$ cat config.mk
export PLATFORM = sky130hd
export DESIGN_NAME = pc_redirect_ctrl
export DESIGN_NICKNAME = d
export VERILOG_FILES = /design/src/rtl/pc_redirect_pkg.sv /design/src/rtl/sat_counter.sv /design/src/rtl/pc_redirect_ctrl.sv
export SDC_FILE = /design/constraint.sdc
export NUM_CORES = 1
export LEC_CHECK = 0
export CORE_ASPECT_RATIO = 0.9
export CORE_MARGIN = 2
export CORE_UTILIZATION = 36
export DETAILED_ROUTE_END_ITERATION = 6
export PLACE_DENSITY_LB_ADDON = 0.1
export SLEW_MARGIN = 20
export SYNTH_ARGS = -nofsm -noshare
export SYNTH_HDL_FRONTEND = slang
export SYNTH_SLANG_ARGS = --single-unit
$ cat constraint.sdc
create_clock -name clk -period 2.6 [get_ports clk]
set_input_delay 0.39 -clock clk [delete_from_list [all_inputs] [get_ports clk]]
set_output_delay 0.39 -clock clk [all_outputs]
set_load 0.1 [all_outputs]
$ cat src/rtl/pc_redirect_pkg.sv
// Shared types and encodings for the PC redirect controller.
package pc_redirect_pkg;

    // Sequencing states of the halt drain/resume machine.
    typedef enum logic [1:0] {
        RUN    = 2'd0,
        DRAIN  = 2'd1,
        HALTED = 2'd2,
        RESUME = 2'd3
    } state_e;

    // Next-PC select encoding.
    localparam logic [1:0] PCSEL_SEQ = 2'd0;
    localparam logic [1:0] PCSEL_BR  = 2'd1;
    localparam logic [1:0] PCSEL_RES = 2'd2;

endpackage

$ cat src/rtl/sat_counter.sv
// Saturating up-counter: holds at all-ones, clears only on reset.
module sat_counter #(
    parameter int unsigned W = 16
) (
    input  logic         clk,
    input  logic         rst_n,
    input  logic         inc,
    output logic [W-1:0] count
);

    // Count up on inc until all-ones is reached.
    always_ff @(posedge clk or negedge rst_n) begin
        if (!rst_n) begin
            count <= '0;
        end else if (inc && (count != {W{1'b1}})) begin
            count <= count + 1'b1;
        end
    end

endmodule

$ cat src/rtl/pc_redirect_ctrl.sv
// Branch redirect, halt drain/resume sequencing and branch statistics.
module pc_redirect_ctrl
    import pc_redirect_pkg::*;
#(
    parameter int unsigned PC_W       = 9,
    parameter int unsigned HALT_DRAIN = 3,
    parameter int unsigned CNT_W      = 16
) (
    input  logic             clk,
    input  logic             rst_n,
    input  logic             ex_valid,
    input  logic             ex_is_branch,
    input  logic             ex_pcsel,
    input  logic [31:0]      ex_brpc,
    input  logic             halt_req,
    input  logic             stall,
    input  logic             resume,
    input  logic [PC_W-1:0]  resume_pc,
    output logic             pc_we,
    output logic [1:0]       pc_sel,
    output logic [PC_W-1:0]  pc_target,
    output logic             flush_ifid,
    output logic             flush_idex,
    output logic             halted,
    output logic [CNT_W-1:0] branch_cnt,
    output logic [CNT_W-1:0] taken_cnt
);

    // Drain counter only needs to hold HALT_DRAIN-1.
    localparam int unsigned DW = (HALT_DRAIN > 1) ? $clog2(HALT_DRAIN) : 1;
    localparam logic [DW-1:0] DRAIN_LOAD = (HALT_DRAIN > 0) ? DW'(HALT_DRAIN - 1) : '0;

    state_e        state_q, state_d;
    logic [DW-1:0] drain_q, drain_d;
    logic          inc_branch;
    logic          inc_taken;

    // Upper target bits are beyond the PC register and intentionally dropped.
    logic unused_brpc;
    assign unused_brpc = ^ex_brpc[31:PC_W];

    // State and drain counter registers.
    always_ff @(posedge clk or negedge rst_n) begin
        if (!rst_n) begin
            state_q <= RUN;
            drain_q <= '0;
        end else begin
            state_q <= state_d;
            drain_q <= drain_d;
        end
    end

    // Next-state and PC/flush control; halt wins over a same-cycle redirect.
    always_comb begin
        state_d    = state_q;
        drain_d    = drain_q;
        pc_we      = 1'b0;
        pc_sel     = PCSEL_SEQ;
        pc_target  = '0;
        flush_ifid = 1'b0;
        flush_idex = 1'b0;
        unique case (state_q)
            RUN: begin
                pc_we = !stall;
                if (ex_valid && halt_req) begin
                    pc_we      = 1'b0;
                    flush_ifid = 1'b1;
                    flush_idex = 1'b1;
                    if (HALT_DRAIN > 0) begin
                        state_d = DRAIN;
                        drain_d = DRAIN_LOAD;
                    end else begin
                        state_d = HALTED;
                    end
                end else if (ex_valid && ex_pcsel) begin
                    // Redirect overrides a hazard stall.
                    pc_we      = 1'b1;
                    pc_sel     = PCSEL_BR;
                    pc_target  = ex_brpc[PC_W-1:0];
                    flush_ifid = 1'b1;
                    flush_idex = 1'b1;
                end
            end
            DRAIN: begin
                flush_ifid = 1'b1;
                flush_idex = 1'b1;
                if (drain_q == '0) begin
                    state_d = HALTED;
                end else begin
                    drain_d = drain_q - 1'b1;
                end
            end
            HALTED: begin
                flush_ifid = 1'b1;
                flush_idex = 1'b1;
                if (resume) begin
                    state_d = RESUME;
                end
            end
            RESUME: begin
                pc_we      = 1'b1;
                pc_sel     = PCSEL_RES;
                pc_target  = resume_pc;
                flush_ifid = 1'b1;
                flush_idex = 1'b1;
                state_d    = RUN;
            end
            default: begin
                state_d = RUN;
            end
        endcase
    end

    // Halted is a pure state decode.
    assign halted = (state_q == HALTED);

    // Only real, non-halt EX branches in RUN are counted.
    always_comb begin
        inc_branch = (state_q == RUN) && ex_valid && ex_is_branch && !halt_req;
        inc_taken  = inc_branch && ex_pcsel;
    end

    sat_counter #(
        .W (CNT_W)
    ) u_branch_cnt (
        .clk   (clk),
        .rst_n (rst_n),
        .inc   (inc_branch),
        .count (branch_cnt)
    );

    sat_counter #(
        .W (CNT_W)
    ) u_taken_cnt (
        .clk   (clk),
        .rst_n (rst_n),
        .inc   (inc_taken),
        .count (taken_cnt)
    );

endmodule

==> qor.csv <==
metric,value,unit
slowest stage cell on the critical path,dfrtp_1,
Layout Nets,330,
Seq cells post-synth,36,
Avg WL per Cell,14.0,um
routed wire length,4.80,mm
final hold vios,0,
"Reg clk slew, reported paths",70,ps
antenna cells,0,
largest net degree at the start of global routing,37,
initial antenna violation count,0,
PortBufs,72,
clock sinks,36,
cells after synthesis,190,
pins over their slew limit,0,
DR pass1 iterations,5,
crit-path max cell delay,440,ps
Root Buffer,clkbuf_8,
gr ovfl total,0,
core area,0.00560,mm2
vias in the first global route,1526,
final setup violating endpoints,0,
height of the die,75.8,um
synthesis warning total,0,
Syn Std Cell Area,0.00206,mm2
worst skew pair latency,290,ps
syn avg cell area,10.9,um2
post-synth cell types,40,
Critical Path RT,2210,ps
Clock Path Buffers,2,
Critical Path Sink Type,primary output,
M3 GR Usage,0.0293,
Slew @ Worst Pin,509,ps
final worst path period share,0.945,
Horiz. Die Dim,83.8,um
TritonCTS clock tree,done,
GRT Total Usage,0.146,
max frequency,407,MHz
H-tree depth,2,
Max-Cap Viols,0,
asr flop ratio synth,1.00,
post-CTS setup buffer count,0,
cts hold-fix bufs,0,
met1 usage,0.201,
DP HPWL,3.65,mm
Slew HR,0.658,
DR vias,1730,
Fin Hold WS,496,ps
Tmin final,2460,ps
PwrDens,1000,mW/mm2
starting DRC count in detailed routing,46,
met2 usage,0.228,
crit path launch type,flop,
floorplan row count,26,
vias per cell,5.04,
Crit Path Category,flop to primary output,
sequential fraction of the synthesis area,0.436,
GRT Max-Usage Layer,met2,
first-pass GRT wire length,7.34,mm
GPL Wtd Cong,0.733,
area of the die,0.00636,mm2
CTS Buf Count,5,
worst path cell trace,"inv_2, ha_4, a21bo_2, nor3_4, clkdlybuf4s15_2, a22o_2, buf_12",
number of flops mapped to enable cells by yosys,0,
"Largest delay share family, worst path",buffers and inverters,
Hold Crit Class,flop to flop,
Overall Power,3.12,mW
Worst IR Drop VDD,892,uV
P_leak,1.46,nW
most common flop cell mapped by yosys,dfrtp_1,
Buf/Inv on CP,3,
initial core utilization,0.369,
Antenna Violating Nets Remaining,0,
DR DRC count,0,
post-synthesis to final-layout area growth,50.8,%
RSZ-0062 raised after global routing,no,
syn_nets,248,
IO Pins,96,
worst clock skew,8.01,ps
Crit Path Max Fanout,6,
status,finished clean,
layout cells sized above 1,0.341,
Arrival @ worst endpoint,2070,ps
## synthesized netlist by cell type, types with 2 or more instances
library cell	number	share of area
o21ai_0	4	0.0097
a22o_1	10	0.042
or3_4	2	0.011
nor3_1	10	0.024
o32a_1	2	0.0097
nor4_2	3	0.018
mux2_2	5	0.027
nand2_1	12	0.022
nand4b_1	2	0.0085
nor4_1	2	0.0061
and4_1	4	0.017
and3_1	3	0.0091
dfrtp_1	36	0.44
inv_1	9	0.016
a21oi_1	4	0.0097
nor2_1	7	0.013
xnor2_1	10	0.042
or2_2	2	0.0061
xor2_1	15	0.064
nand4_1	8	0.024
nor4b_1	3	0.013
nand3_1	10	0.024
nor4b_2	2	0.015
ha_1	9	0.055
## placed cells by master (no fill, tap or decap), drive strengths merged, types with 10 or more instances in the layout
cell            n
clkdlybuf4s50  25
a22o           10
buf            52
nand3          10
nor3           10
xnor2          10
xor2           15
dfrtp          36
nand2          12
## metal layers
layer / share of wire / vias up
met4: 0.015 / 0
li1: - / 869
met3: 0.031 / 7
met5: 0 / -
met1: 0.48 / 825
met2: 0.48 / 29
## cell type report
type                            count  area, um2
Sequential cell                    36        901
Timing Repair Buffer               78        815
Tap cell                           70       87.6
Inverter                            9       33.8
Multi-Input combinational cell    142       1150
Clock inverter                      1       30.0
Fill cell                         507       2480
Clock buffer                        7       96.3
## per-stage QoR
stage	area, um2	setup TNS (ps)	util	cells	setup slack [ps]
floorplan	2080	-528	-	190	-58.6
global placement	2950	0	0.527	334	216
detailed placement	2950	0	0.527	334	198
CTS	3080	0	0.551	342	57.6
global route	3110	0	0.557	343	11.2
finish	3110	0	0.557	343	142
## cells by family (layout without fill, tap and decap cells)
kind of cell	after synthesis	count (layout)	synth area share
AOI/OAI and AO/OA	25	25	0.0909
and+or+nand+nor	77	77	0.256
DFF	36	36	0.436
muxes	6	6	0.0321
buffers and inverters	12	95	0.0242
adders and majority gates	9	9	0.0545
xor gates and xnor gates	25	25	0.106
## where the power goes
part           leakage [nW]  total (mW)  internal [mW]  switching, mW
Sequential            0.476       0.717          0.629         0.0879
Combinational         0.920        1.85          0.612           1.24
Clock                0.0645       0.549          0.339          0.210
Total                  1.46        3.12           1.58           1.54
## worst paths after layout
path | depth (start not counted) | slack (ps) | endpoint | from
setup / recovery | 7 | 140 | pc_target[3] | state_q[0]$_DFFE_PN0P_
min in group asynchronous | 2 | 510 | u_branch_cnt.count[12]$_DFFE_PN0P_ | rst_n
setup reg to reg | 6 | 640 | u_taken_cnt.count[1]$_DFFE_PN0P_ | state_q[0]$_DFFE_PN0P_
hold reg to reg | 1 | 500 | u_taken_cnt.count[15]$_DFFE_PN0P_ | u_taken_cnt.count[15]$_DFFE_PN0P_
hold / removal | 1 | 500 | u_taken_cnt.count[15]$_DFFE_PN0P_ | u_taken_cnt.count[15]$_DFFE_PN0P_
max in group asynchronous | 2 | 1760 | u_branch_cnt.count[0]$_DFFE_PN0P_ | rst_n
## state kept, by name, indices dropped and copies added, names as in the netlist
name / count
drain_q: 2
u_taken_cnt.count: 16
state_q: 2
u_branch_cnt.count: 16
## worst reg2reg max path, stage by stage, from the launching register on
cell and delay, ps:
dfrtp_1 440, inv_2 130, ha_4 170, nand3b_1 150, or2_2 350, nor2_1 240
mux2_2 360
## what timing repair did
item	in CTS	in global routing
gates cloned	0	1
setup endpoints to repair	9	9
gates resized for setup	2	5
pin swaps	0	0
(Power assumes the default switching activity.)
